<file path="src/rtl/asic_palette_rgb_pkg.sv">
// Shared types and constants for the Plus ASIC palette block.
// Contents:
//   rgb12_t      packed {R[3:0], G[3:0], B[3:0]} colour
//   pen_idx_t    5-bit palette entry index (0..31)
//   PAL_BASE     default CPU base address of the 64-byte palette window
//   PEN_BORDER   entry used while display enable is low
//   PEN_SPRITE0  offset added to a sprite pen to reach its entry
//   PAL_ENTRIES  number of palette entries
//   pen_select   pixel source priority: border > sprite > ink
package asic_pkg;

    typedef logic [11:0] rgb12_t;
    typedef logic [4:0]  pen_idx_t;

    localparam logic [15:0] PAL_BASE    = 16'h6400;
    localparam pen_idx_t    PEN_BORDER  = 5'd16;
    localparam pen_idx_t    PEN_SPRITE0 = 5'd16;
    localparam int          PAL_ENTRIES = 32;

    // Border wins over everything; an opaque sprite pixel wins over ink.
    // Sprite pens 1..15 land on entries 17..31.
    function automatic pen_idx_t pen_select(input logic de,
                                            input logic [3:0] sprite_pen,
                                            input logic [3:0] ink_pen);
        pen_idx_t idx;
        if (!de) begin
            idx = PEN_BORDER;
        end else if (sprite_pen != 4'd0) begin
            idx = PEN_SPRITE0 + {1'b0, sprite_pen};
        end else begin
            idx = {1'b0, ink_pen};
        end
        return idx;
    endfunction

endpackage

</file>
<file path="src/rtl/asic_palette_rgb_if.sv">
// Bus bundle between the CPU/gate-array side and the palette block.
// Signals:
//   cpu_addr/cpu_data/cpu_wr/cpu_rd   CPU access (strobes are one cycle wide)
//   cpu_dout/cpu_dout_valid           readback, valid pulses for one cycle
//   pix_en/ink_pen/sprite_pen/de/hblank/vblank   per-pixel stream
//   r_out/g_out/b_out                 registered 4:4:4 colour
// Strobe semantics: cpu_wr and cpu_rd are sampled on a single clock edge;
// there is no back-pressure, the block always accepts. A read that hits
// returns data on the following cycle with cpu_dout_valid high for exactly
// that cycle. pix_en qualifies the pixel inputs on the edge where it is high.
interface asic_palette_rgb_if;

    logic [15:0] cpu_addr;
    logic [7:0]  cpu_data;
    logic        cpu_wr;
    logic        cpu_rd;
    logic [7:0]  cpu_dout;
    logic        cpu_dout_valid;
    logic        pix_en;
    logic [3:0]  ink_pen;
    logic [3:0]  sprite_pen;
    logic        de;
    logic        hblank;
    logic        vblank;
    logic [3:0]  r_out;
    logic [3:0]  g_out;
    logic [3:0]  b_out;

    // Driver side: CPU plus gate array.
    modport master (
        output cpu_addr, cpu_data, cpu_wr, cpu_rd,
        output pix_en, ink_pen, sprite_pen, de, hblank, vblank,
        input  cpu_dout, cpu_dout_valid, r_out, g_out, b_out
    );

    // Palette block side.
    modport slave (
        input  cpu_addr, cpu_data, cpu_wr, cpu_rd,
        input  pix_en, ink_pen, sprite_pen, de, hblank, vblank,
        output cpu_dout, cpu_dout_valid, r_out, g_out, b_out
    );

endinterface

</file>
<file path="src/rtl/asic_palette_rgb_ram.sv">
// 32 x 12-bit palette storage built from flops.
// Ports:
//   clk, reset_n   clock, async active-low reset (entries load RESET_RGB)
//   we_lo          write byte 0 lane: R <= wr_data[7:4], B <= wr_data[3:0]
//   we_hi          write byte 1 lane: G <= wr_data[3:0]
//   wr_idx         entry written
//   wr_data        CPU byte
//   cpu_idx/cpu_rgb  async read port for CPU readback
//   pix_idx/pix_rgb  async read port for pixel lookup
// Read ports return the pre-write contents on a write edge, so a lookup on
// the same edge as a write sees the old colour.
module asic_palette_ram
    import asic_pkg::*;
#(
    parameter rgb12_t RESET_RGB = 12'h000
) (
    input  logic     clk,
    input  logic     reset_n,
    input  logic     we_lo,
    input  logic     we_hi,
    input  pen_idx_t wr_idx,
    input  logic [7:0] wr_data,
    input  pen_idx_t cpu_idx,
    output rgb12_t   cpu_rgb,
    input  pen_idx_t pix_idx,
    output rgb12_t   pix_rgb
);

    rgb12_t mem [PAL_ENTRIES];

    always_ff @(posedge clk or negedge reset_n) begin
        if (!reset_n) begin
            for (int i = 0; i < PAL_ENTRIES; i++) begin
                mem[i] <= RESET_RGB;
            end
        end else begin
            // Lanes are independent: a single-byte write keeps the other lane.
            if (we_lo) begin
                mem[wr_idx][11:8] <= wr_data[7:4];
                mem[wr_idx][3:0]  <= wr_data[3:0];
            end
            if (we_hi) begin
                mem[wr_idx][7:4]  <= wr_data[3:0];
            end
        end
    end

    assign cpu_rgb = mem[cpu_idx];
    assign pix_rgb = mem[pix_idx];

endmodule

</file>
<file path="src/rtl/asic_palette_rgb.sv">
// Plus ASIC colour source: palette RAM, CPU window and pixel pipeline.
// Ports:
//   clk_sys        system clock
//   reset_n        async active-low reset
//   plus_mode      Plus features enabled; when low, colour is black and CPU
//                  accesses are ignored (palette contents are retained)
//   asic_unlocked  ASIC page mapped; when low, CPU accesses are ignored
//   bus            slave side of asic_palette_rgb_if (CPU + pixel stream + RGB)
// Pixel path: stage 1 registers the selected entry index and blank flag,
// stage 2 registers the looked-up colour. Both advance only on pix_en, so an
// input pixel reaches r/g/b_out on the second pix_en strobe.
module asic_palette_rgb
    import asic_pkg::*;
#(
    parameter logic [15:0] BASE_ADDR = PAL_BASE,
    parameter rgb12_t      RESET_RGB = 12'h000
) (
    input  logic                  clk_sys,
    input  logic                  reset_n,
    input  logic                  plus_mode,
    input  logic                  asic_unlocked,
    asic_palette_rgb_if.slave     bus
);

    logic     hit;
    pen_idx_t cpu_idx;
    logic     we_lo;
    logic     we_hi;
    logic     rd_ok;
    rgb12_t   cpu_rgb;
    rgb12_t   pix_rgb;

    pen_idx_t s1_idx;
    logic     s1_blk;
    rgb12_t   s2_rgb;
    logic [7:0] dout_q;
    logic       dout_valid_q;

    // 64-byte window; entry is the word index, bit 0 selects the lane.
    assign hit     = plus_mode & asic_unlocked &
                     (bus.cpu_addr[15:6] == BASE_ADDR[15:6]);
    assign cpu_idx = bus.cpu_addr[5:1];
    assign we_lo   = bus.cpu_wr & hit & ~bus.cpu_addr[0];
    assign we_hi   = bus.cpu_wr & hit &  bus.cpu_addr[0];
    // A simultaneous write takes the cycle; the read is dropped.
    assign rd_ok   = bus.cpu_rd & hit & ~bus.cpu_wr;

    asic_palette_ram #(
        .RESET_RGB (RESET_RGB)
    ) u_ram (
        .clk     (clk_sys),
        .reset_n (reset_n),
        .we_lo   (we_lo),
        .we_hi   (we_hi),
        .wr_idx  (cpu_idx),
        .wr_data (bus.cpu_data),
        .cpu_idx (cpu_idx),
        .cpu_rgb (cpu_rgb),
        .pix_idx (s1_idx),
        .pix_rgb (pix_rgb)
    );

    // CPU readback: byte 0 = {R,B}, byte 1 = {0,G}. Data holds when idle.
    always_ff @(posedge clk_sys or negedge reset_n) begin
        if (!reset_n) begin
            dout_q       <= 8'h00;
            dout_valid_q <= 1'b0;
        end else begin
            dout_valid_q <= rd_ok;
            if (rd_ok) begin
                if (bus.cpu_addr[0]) begin
                    dout_q <= {4'h0, cpu_rgb[7:4]};
                end else begin
                    dout_q <= {cpu_rgb[11:8], cpu_rgb[3:0]};
                end
            end
        end
    end

    // Two-stage pixel pipeline gated by pix_en.
    always_ff @(posedge clk_sys or negedge reset_n) begin
        if (!reset_n) begin
            s1_idx <= '0;
            s1_blk <= 1'b0;
            s2_rgb <= '0;
        end else if (bus.pix_en) begin
            s1_idx <= pen_select(bus.de, bus.sprite_pen, bus.ink_pen);
            s1_blk <= bus.hblank | bus.vblank;
            // Blanking and non-Plus mode both force black at the output stage.
            s2_rgb <= (s1_blk | ~plus_mode) ? 12'h000 : pix_rgb;
        end
    end

    assign bus.cpu_dout       = dout_q;
    assign bus.cpu_dout_valid = dout_valid_q;
    assign bus.r_out          = s2_rgb[11:8];
    assign bus.g_out          = s2_rgb[7:4];
    assign bus.b_out          = s2_rgb[3:0];

endmodule
</file>
<file path="src/flat_wrapper.sv">
// flat-port wrapper written by rule: the top's interface ports become plain ports
module asic_palette_rgb_flat import asic_pkg::*;
#(
    parameter logic [15:0] BASE_ADDR = PAL_BASE,
    parameter rgb12_t      RESET_RGB = 12'h000
)
  (clk_sys, reset_n, plus_mode, asic_unlocked, bus_cpu_addr, bus_cpu_data, bus_cpu_wr, bus_cpu_rd, bus_pix_en, bus_ink_pen, bus_sprite_pen, bus_de, bus_hblank, bus_vblank, bus_cpu_dout, bus_cpu_dout_valid, bus_r_out, bus_g_out, bus_b_out);
  asic_palette_rgb_if bus_i ();
  input  logic clk_sys;
  input  logic reset_n;
  input  logic plus_mode;
  input  logic asic_unlocked;
  input wire logic [$bits(bus_i.cpu_addr)-1:0] bus_cpu_addr;
  input wire logic [$bits(bus_i.cpu_data)-1:0] bus_cpu_data;
  input wire logic [$bits(bus_i.cpu_wr)-1:0] bus_cpu_wr;
  input wire logic [$bits(bus_i.cpu_rd)-1:0] bus_cpu_rd;
  input wire logic [$bits(bus_i.pix_en)-1:0] bus_pix_en;
  input wire logic [$bits(bus_i.ink_pen)-1:0] bus_ink_pen;
  input wire logic [$bits(bus_i.sprite_pen)-1:0] bus_sprite_pen;
  input wire logic [$bits(bus_i.de)-1:0] bus_de;
  input wire logic [$bits(bus_i.hblank)-1:0] bus_hblank;
  input wire logic [$bits(bus_i.vblank)-1:0] bus_vblank;
  output wire logic [$bits(bus_i.cpu_dout)-1:0] bus_cpu_dout;
  output wire logic [$bits(bus_i.cpu_dout_valid)-1:0] bus_cpu_dout_valid;
  output wire logic [$bits(bus_i.r_out)-1:0] bus_r_out;
  output wire logic [$bits(bus_i.g_out)-1:0] bus_g_out;
  output wire logic [$bits(bus_i.b_out)-1:0] bus_b_out;
  assign bus_i.cpu_addr = bus_cpu_addr;
  assign bus_i.cpu_data = bus_cpu_data;
  assign bus_i.cpu_wr = bus_cpu_wr;
  assign bus_i.cpu_rd = bus_cpu_rd;
  assign bus_i.pix_en = bus_pix_en;
  assign bus_i.ink_pen = bus_ink_pen;
  assign bus_i.sprite_pen = bus_sprite_pen;
  assign bus_i.de = bus_de;
  assign bus_i.hblank = bus_hblank;
  assign bus_i.vblank = bus_vblank;
  assign bus_cpu_dout = bus_i.cpu_dout;
  assign bus_cpu_dout_valid = bus_i.cpu_dout_valid;
  assign bus_r_out = bus_i.r_out;
  assign bus_g_out = bus_i.g_out;
  assign bus_b_out = bus_i.b_out;
  asic_palette_rgb #(.BASE_ADDR(BASE_ADDR), .RESET_RGB(RESET_RGB)) u_core (.clk_sys(clk_sys), .reset_n(reset_n), .plus_mode(plus_mode), .asic_unlocked(asic_unlocked), .bus(bus_i));
endmodule
</file>
<file path="config.mk">
export PLATFORM = sky130hd
export DESIGN_NAME = asic_palette_rgb_flat
export DESIGN_NICKNAME = d
export VERILOG_FILES = /design/src/rtl/asic_palette_rgb_pkg.sv /design/src/rtl/asic_palette_rgb_if.sv /design/src/rtl/asic_palette_rgb_ram.sv /design/src/rtl/asic_palette_rgb.sv /design/src/flat_wrapper.sv
export SDC_FILE = /design/constraint.sdc
export NUM_CORES = 1
export LEC_CHECK = 0
export ABC_AREA = 1
export BUFFER_PORTS_ARGS = -buffer_cell sky130_fd_sc_hd__buf_2
export CAP_MARGIN = 5
export CORE_MARGIN = 2
export CORE_UTILIZATION = 65
export CTS_BUF_LIST = sky130_fd_sc_hd__clkbuf_2
export DETAILED_ROUTE_END_ITERATION = 8
export PLACE_DENSITY = 0.88
export SETUP_SLACK_MARGIN = 0.5
export SYNTH_ARGS = -nofsm -noshare
export SYNTH_HDL_FRONTEND = slang
export SYNTH_HIERARCHICAL = 1
export SYNTH_SLANG_ARGS = --single-unit
</file>
<file path="constraint.sdc">
create_clock -name clk_sys -period 1.7 [get_ports clk_sys]
set_input_delay 0.34 -clock clk_sys [delete_from_list [all_inputs] [get_ports clk_sys]]
set_output_delay 0.34 -clock clk_sys [all_outputs]
set_load 0.02 [all_outputs]
</file>
==> reports/metrics.cfg, run 1 <==
[global_routing]
grt_max_degree=65
grt_util_all_layers_pct=88.94
overflow=811

[floorplanning]
start_util_pct=65.83
die_height_um=193.3
die_w_um=193.3
std_cell_rows=69
ios=63

[clock_network]
cts-buffers-inserted=103
cts-root-buf=clkbuf_2
cts.path.max_buffers=3
clock_sinks=411
htreeDepth=3

[synth]
ys_ff_latch=411
synth_cell_types=25
ys_warn_count=6
avgSynthCellArea_um2=6.984
syn_inst=3336
ys_seq_area_share_pct=44.14
syn-cell-area_um2=23300
synthesis.nets=3378

[place]
dp.cells=3793
hpwl_um=52160
gp_congestion=1.008
pre_cts_ws_ns=-0.4489
port_buffers=62

[sta]
postGrtWorstEndpoint=bus_g_out[0]
worstEndpointType=output port

[status]
lastStage=global routing
status=did not finish
firstError=[ERROR GRT-0232] Routing congestion too high. Check the congestion heatmap in the GUI.

metal layers:
| layer | GRT usage, % | GRT overflow |
|---|---|---|
| met4 | 92.45 | 297 |
| met5 | 63.86 | 7 |
| met3 | 81.15 | 49 |
| met2 | 98.60 | 400 |
| met1 | 86.46 | 58 |
stage by stage:
step / TNS [ns] / instance area [µm²] / hold slack (ns)
after CTS: -9.528 / 28650 / 0.03106
after floorplan: -9.570 / 23380 / 0.04441
after global placement: -54.54 / 24990 / 0.3403
after detailed placement: -74.94 / 24990 / 0.3357
cell families after synthesis:
kind of cell | Yosys count | synth area share [%]
simple gates | 2223 | 39.70
buf+inv | 296 | 6.900
flops | 411 | 44.14
compound gates | 406 | 9.258
synth_stat cells (all sizes together):
cell / instances / share of area [%]
nand3: 596 / 13
clkbuf: 62 / 1.0
o21ai: 399 / 9.1
o22ai: 2 / 0.054
nand4: 9 / 0.24
nand2: 1569 / 26
buf: 177 / 5.0
o21bai: 4 / 0.13
nor3: 1 / 0.070
dfrtp: 411 / 44
inv: 53 / 0.85
nor2: 48 / 0.83
a21oi: 1 / 0.021
clkinv: 4 / 0.064
repair_timing:
| action | in CTS |
|---|---|
| hold endpoints to repair | 822 |
| setup buffers | 55 |
| gates cloned | 29 |
| hold buffers | 35 |
| pin swaps | 175 |
| setup endpoints to repair | 42 |
| resized for setup | 349 |
==> run 2: changes to the inputs <==
--- a/config.mk
+++ b/config.mk
@@ -9,11 +9,9 @@
 export BUFFER_PORTS_ARGS = -buffer_cell sky130_fd_sc_hd__buf_2
 export CAP_MARGIN = 5
 export CORE_MARGIN = 2
-export CORE_UTILIZATION = 65
-export CTS_BUF_LIST = sky130_fd_sc_hd__clkbuf_2
+export CORE_UTILIZATION = 40
 export DETAILED_ROUTE_END_ITERATION = 8
-export PLACE_DENSITY = 0.88
-export SETUP_SLACK_MARGIN = 0.5
+export PLACE_DENSITY_LB_ADDON = 0.15
 export SYNTH_ARGS = -nofsm -noshare
 export SYNTH_HDL_FRONTEND = slang
 export SYNTH_HIERARCHICAL = 1
==> run 2 against run 1 <==
Net effect: the flow now finishes, with violations (negative setup slack); synthesized area did not move; synthesized cell count did not move.
==> reports/metrics.cfg, run 2 <==
[sta]
setup_tns_ns=-3.168
final.min_clock_period_ns=1.985
fin_worst_skew_ns=0.02638
setup_viol=12
rsz0062_at_grt=yes
maxSlewHeadroom_pct=35.02
fin_ws_ns=-0.2852
fin_crit_sh_pct=116.8
timing.fmax_ghz=0.5037
finalMaxSlewViolations=0
holdWs_ns=0.07484
hold_viol_final=0
worst_pin_slew_ns=0.9736

[route]
wirelength_um=90000
avgViaCountPerCell=5.601
ant_nets=0
drt_iter0_drc=2388
vias=23932
drc=0
wl_per_cell_um=21.06
drt-pass1-iter-count=6

[clock_network]
clock_latency_ns=0.61
htreeDepth=2  ; -1
cts.clk_slew.worst_paths_ns=0.06
cts-buffers-inserted=49  ; -52%
cts.path.max_buffers=3  ; unchanged
clock_sinks=411  ; unchanged
cts-root-buf=clkbuf_16
cts_tree=yes

[floorplanning]
dieArea_um2=60200
std_cell_rows=88  ; +28%
core_area_um2=57700
die_height_um=245.4  ; +27%
ios=63  ; unchanged
die_w_um=245.4  ; +27%
start_util_pct=40.38  ; -25 points

[cells_and_area]
final_layout_size_suffix_gt1_share_pct=15.85
most-common-layout-cells=nand2_1 (1491), nand3_1 (565), dfrtp_1 (406), o21ai_0 (309), buf_4 (133)
finalInstanceArea_um2=28720
final_common_cell=nand2_1
fillers=5735
regMostFlops=u_core/u_ram/mem
nNetsFinal=3511
largest_reg_flops=384
syn2layout_area_growth_pct=23.26

[min_path]
min_path_type=in -> reg

[synth]
synth_cell_types=25  ; unchanged
synthDominantCellAreaShare_pct=44.14  ; unchanged
synth_flop_cell=dfrtp_1
synth.area.top_cells=dfrtp_1 (44%), nand2_1 (25%), nand3_1 (13%), o21ai_0 (6.8%), buf_2 (2.0%)
synth_top_cells_by_count=nand2_1 (1541), nand3_1 (589), dfrtp_1 (411), o21ai_0 (317), buf_2 (91)
yosysMostFrequentCell=nand2_1
ys_seq_area_share_pct=44.14  ; unchanged
syn_inst=3336  ; unchanged
synth-edff-count=0  ; unchanged
async_reset_ff_share_pct=100.0  ; unchanged
avgSynthCellArea_um2=6.984  ; unchanged
synthesis.nets=3378  ; unchanged
syn-cell-area_um2=23300  ; unchanged
ys_ff_latch=411  ; unchanged
ys_warn_count=6  ; unchanged
yosys.area.top_type=dfrtp_1

[power_and_ir_drop]
power_density_nw_per_um2=854.0
p_leak_nw=13.17
ir_drop_mv=0.7699

[worst_setup_path]
cp_cell_sequence=buf_8, buf_12, buf_12, nand2_1, nand3_1, nand3_2, nand2_1, nand2_2, nand2_4, nand2_2, nand2_1, nand3_1, o21ai_0
max_stage_delay_ns=0.54
crit_slowest_cell=dfrtp_4
cp_max_fo=8
path_buf_inv=3
crit_family=simple AND/OR/NAND/NOR gates
end_kind=flop
crit_top_cell=nand2_1
cp.arrival_ns=2.46
rrSetupSlack_ns=-0.29
crit_required_ns=2.17
crit_type=reg -> reg
crit_path_start_kind=flop

[status]
status=finished with violations
violations=negative setup slack

[global_routing]
grt_util_all_layers_pct=29.23
grt_pass1_vias=23069
grt_pass1_wl_um=136200
overflow=0
grt_antenna_before_repair=1
grt_max_degree=83

[job]
cap_violations=0

[place]
hpwl_um=59330  ; +14%
gp_congestion=0.9565  ; -5.1%
placed_cell_area_um2=26120  ; +4.5%
pre_cts_ws_ns=-0.4126  ; +0.03637 ns
port_buffers=62  ; unchanged

-- run 2: cell counts after synthesis --
No cell type changed its count.
-- run 2: power breakdown --
part | internal, W | switching, W
Clock | 0.00655 | 0.00442
Combinational | 0.00132 | 0.00241
Sequential | 0.00981 | 0.0000314
Total | 0.0177 | 0.00685
-- run 2: worst reg2reg max path: stages, from the launching register on --
cell and delay, ns:
dfrtp_4 0.54, buf_8 0.17, buf_12 0.16, buf_12 0.16, nand2_1 0.08, nand3_1 0.09, nand3_2 0.10, nand2_1 0.07
nand2_2 0.10, nand2_4 0.09, nand2_2 0.09, nand2_1 0.06, nand3_1 0.07, o21ai_0 0.09
-- run 2: timing repair --
| action | 4_1_cts | 5_1_grt |
|---|---|---|
| hold endpoints to repair | 30 | 0 |
| setup buffers | 2 | 14 |
| endpoints found under the setup margin | 15 | 15 |
| gates resized for setup | 20 | 91 |
| hold buffers | 6 | 0 |
| pin swaps | 0 | 23 |
| gates cloned | 5 | 9 |
-- run 2: final cells by class --
| type | count | area, µm² | area share (%) |
|---|---|---|---|
| clock inverters | 23 | 276.5 | 0.9628 |
| flip-flops and latches | 411 | 10300 | 35.85 |
| inverters | 57 | 237.7 | 0.8278 |
| well taps | 765 | 957.2 | 3.333 |
| repair buffers | 321 | 3867 | 13.47 |
| multi-input cells | 2629 | 11710 | 40.77 |
| diodes | 1 | 2.502 | 0.008713 |
| clock buffers | 66 | 1371 | 4.775 |
-- run 2: kinds of logic after synthesis --
family	synth area share (%)
and+or+nand+nor	39.70
AOI/OAI and AO/OA	9.258
buffers and inverters	6.900
DFF	44.14
-- run 2: worst paths after layout --
| kind | start | to | depth (start not counted) |
|---|---|---|---|
| worst max-delay path | u_core/s1_idx[0] | u_core/s2_rgb[2] | 13 |
| worst min-delay path | bus_sprite_pen[3] | u_core/s1_idx[3] | 4 |
| min in group asynchronous | reset_n | u_core/u_ram/mem[248] | 2 |
| worst max register to register | u_core/s1_idx[0] | u_core/s2_rgb[2] | 13 |
| max in group asynchronous | reset_n | u_core/u_ram/mem[24] | 3 |
| worst min register to register | u_core/bus.cpu_dout[1] | u_core/bus.cpu_dout[1] | 2 |
-- run 2: per-layer routing --
metal | wire length, µm | up-vias | track usage, %
met5 | 0 | - | 0
met4 | 4173 | 0 | 14.14
met3 | 6979 | 246 | 4.256
met2 | 41050 | 1145 | 46.35
met1 | 37790 | 11420 | 39.27
li1 | - | 11121 | -
-- run 2: through the flow --
| stage | std cells | total power [W] | util, % |
|---|---|---|---|
| floorplan | 3336 | 0.01157 | - |
| global placement | 4148 | 0.01321 | 45.26 |
| detailed placement | 4148 | 0.01323 | 45.27 |
| CTS | 4250 | 0.02438 | 48.65 |
| global route | 4272 | 0.02528 | 49.77 |
| finish | 4273 | 0.02452 | 49.78 |
Note: power is estimated with default switching activity, not from simulation.
==> run 3: changes to the inputs <==
--- a/config.mk
+++ b/config.mk
@@ -14,5 +14,5 @@
 export PLACE_DENSITY_LB_ADDON = 0.15
 export SYNTH_ARGS = -nofsm -noshare
 export SYNTH_HDL_FRONTEND = slang
-export SYNTH_HIERARCHICAL = 1
 export SYNTH_SLANG_ARGS = --single-unit
+export TNS_END_PERCENT = 5
==> run 3 against run 2 <==
Net effect: final cell count grew 14%; synthesized area grew 3.6%; synthesized cell count up 13%; clock skew grew 0.0013 ns; first-iteration DRC count grew 32%; design area grew 7.7%; via count is 10% higher; setup slack improved by 0.043 ns; critical path type unchanged; sequential power about the same; the flow still finishes with violations (negative setup slack).
==> reports/metrics.cfg, run 3 <==
[power_and_ir_drop]
ir_drop_mv=0.5544  ; -28%
p_leak_nw=16.57  ; +26%
finalPower_w=0.02485  ; +1.3%
power_density_nw_per_um2=803.7  ; -5.9%

[sta]
worst_pin_slew_ns=0.7126  ; -0.2610 ns
setup_viol=12  ; unchanged
finalMaxSlewViolations=0  ; unchanged
hold_viol_final=0  ; unchanged
fin_crit_sh_pct=114.3  ; -2.5 points
fin_ws_ns=-0.2424  ; +0.04280 ns
timing.fmax_ghz=0.5148  ; +2.2%
maxSlewHeadroom_pct=52.44  ; +17 points
final.min_clock_period_ns=1.942  ; -0.04280 ns
rsz0062_at_grt=yes
fin_worst_skew_ns=0.02772  ; +0.001341 ns

[global_routing]
overflow=0  ; unchanged
grt_antenna_before_repair=0  ; -1
grt_pass1_vias=24732  ; +7.2%
grt_max_degree=89  ; +7.2%
grt_pass1_wl_um=153600  ; +13%
grt_util_all_layers_pct=31.96  ; +2.7 points

[job]
cap_violations=0  ; unchanged

[cells_and_area]
fin_cells=4857  ; +14%
final_layout_size_suffix_gt1_share_pct=17.82  ; +2.0 points
syn2layout_area_growth_pct=28.13
most-common-layout-cells=nand2_1 (2133), nand3_1 (680), dfrtp_1 (408), buf_4 (336), buf_12 (70)
nNetsFinal=4075  ; +16%
num_antenna_cells=0  ; -1
largest_reg_flops=384  ; unchanged
fillers=6041  ; +5.3%
regMostFlops=u_core.u_ram.mem
finalInstanceArea_um2=30920  ; +7.7%
final_common_cell=nand2_1

[status]
status=finished with violations
violations=negative setup slack

[route]
avgViaCountPerCell=5.429  ; -3.1%
wl_per_cell_um=20.60  ; -2.2%
vias=26368  ; +10%
drc=0  ; unchanged
drt_iter0_drc=3152  ; +32%
drt-pass1-iter-count=6  ; unchanged
ant_nets=0  ; unchanged
wirelength_um=100100  ; +11%

[synth]
synth_cell_types=23  ; -8.0%
synth_flop_cell=dfrtp_1
yosysMostFrequentCell=nand2_1
synthDominantCellAreaShare_pct=42.61  ; -1.5 points
ys_ff_latch=411  ; unchanged
async_reset_ff_share_pct=100.0  ; unchanged
synth_top_cells_by_count=nand2_1 (2162), nand3_1 (756), dfrtp_1 (411), clkbuf_1 (133), buf_2 (106)
synthesis.nets=3797  ; +12%
synth.area.top_cells=dfrtp_1 (43%), nand2_1 (34%), nand3_1 (16%), buf_2 (2.2%), clkbuf_1 (2.1%)
ys_seq_area_share_pct=42.61  ; -1.5 points
avgSynthCellArea_um2=6.427  ; -8.0%
ys_warn_count=0  ; -6
syn-cell-area_um2=24130  ; +3.6%
synth-edff-count=0  ; unchanged
syn_inst=3755  ; +13%
yosys.area.top_type=dfrtp_1

[worst_setup_path]
cp_max_fo=14  ; +6
cp.arrival_ns=2.43  ; -0.03 ns
max_stage_delay_ns=0.55  ; about the same
crit_required_ns=2.19  ; +0.02 ns
crit_type=reg -> reg
end_kind=flop
cp_cell_sequence=clkinv_8, buf_6, buf_12, buf_8, nand2_1, nand3_1, nand3_2, nand2_1, nand2_1, nand3_2, nand3_2, nand2_1
crit_path_start_kind=flop
crit_top_cell=nand2_1
crit_slowest_cell=dfrtp_4

[floorplanning]
core_area_um2=60020  ; +4.0%
start_util_pct=40.21  ; -0.17 points
die_w_um=249.6  ; +1.7%
die_height_um=249.6  ; +1.7%
std_cell_rows=90  ; +2.3%
ios=63  ; unchanged
dieArea_um2=62320  ; +3.5%

[clock_network]
cts.path.max_buffers=3  ; unchanged
clock_sinks=411  ; unchanged
htreeDepth=2  ; unchanged
cts-buffers-inserted=50  ; +2.0%
cts.clk_slew.worst_paths_ns=0.06  ; about the same
cts-root-buf=clkbuf_16
cts_tree=yes
clock_latency_ns=0.61  ; about the same

[place]
placed_cell_area_um2=28320  ; +8.5%
port_buffers=62  ; unchanged
pre_cts_ws_ns=-0.3866  ; +0.02600 ns
dp.cells=4750  ; +15%
hpwl_um=69900  ; +18%
gp_congestion=0.9697  ; +1.4%

[min_path]
min_path_type=in -> reg

[run 3: cell types whose count changed after synthesis, moves of 30 or more]
| cell | delta |
|---|---|
| nand2_1 | +621 |
| buf_4 | -39 |
| o21ai_0 | -315 |
| buf_6 | -31 |
| o21ai_1 | -52 |
| clkbuf_1 | +71 |
| nand3_1 | +167 |
| o21ai_2 | -30 |
[run 3: through the flow]
| step | utilization, % | hold WS (ns) | TNS, ns |
|---|---|---|---|
| final | 51.52 | 0.02358 | -2.415 |
| after global routing | 51.52 | 0.04521 | -2.800 |
| after CTS | 50.82 | 0.01230 | -1.816 |
| after detailed placement | 47.19 | 0.1648 | -101.26 |
| after global placement | 47.19 | 0.1666 | -97.24 |
| after floorplan | - | 0.04441 | 0 |
[run 3: where the power goes]
part	leakage, nW	internal, W	switching [W]	total (W)
clock network	0.873	0.00710	0.00459	0.0117
registers	5.73	0.00981	0.0000328	0.00985
logic	9.97	0.00114	0.00217	0.00331
[run 3: per-layer routing]
metal / routed length (µm) / share of wire (%) / vias to the layer above / GRT usage [%]
li1: - / - / 12518 / -
met1: 44290 / 44 / 12438 / 45.74
met2: 43590 / 44 / 1226 / 48.38
met3: 8475 / 8.5 / 186 / 5.319
met4: 3707 / 3.7 / 0 / 12.08
met5: 0 / 0 / - / 0
[run 3: cell type report]
type,instances,area (µm²),area share [%]
clock buffer,64,1418,4.584
clock inverter,30,369.1,1.194
inverter,38,161.4,0.5220
multi-input combinational,3037,13080,42.31
sequential,411,10290,33.29
tap,782,978.4,3.164
timing repair buffer,495,4619,14.94
[run 3: cell families after synthesis]
| group | share of synthesized area [%] |
|---|---|
| and+or+nand+nor | 51.85 |
| DFF | 42.61 |
| buffers and inverters | 5.350 |
| AOI/OAI and AO/OA | 0.1866 |
[run 3: path summary, 6_finish.rpt]
| path | from | to | slack [ns] | depth (start not counted) |
|---|---|---|---|---|
| max reg2reg | u_core.s1_idx[0] | u_core.s2_rgb[11] | -0.24 | 12 |
| max in group asynchronous | reset_n | u_core.u_ram.mem[172] | 0.83 | 3 |
| min reg2reg | u_core.bus.cpu_dout[5] | u_core.bus.cpu_dout[5] | 0.48 | 2 |
| max | u_core.s1_idx[0] | u_core.s2_rgb[11] | -0.24 | 12 |
| min in group asynchronous | reset_n | u_core.u_ram.mem[85] | 0.15 | 2 |
| min | bus_ink_pen[2] | u_core.s1_idx[2] | 0.02 | 3 |
[run 3: what timing repair did]
item | CTS | global route
endpoints found under the setup margin | 12 | 12
setup buffers | 2 | 6
endpoints found under the hold margin | 141 | 0
pin swaps | 4 | 36
cloned | 2 | 2
hold buffers | 3 | 0
gates resized for setup | 62 | 90
[run 3: critical path: cells and delay by family (launching register included)]
family	cells	cell delay (ns)
simple gates	8	0.73
flops	1	0.55
buf+inv	4	0.53
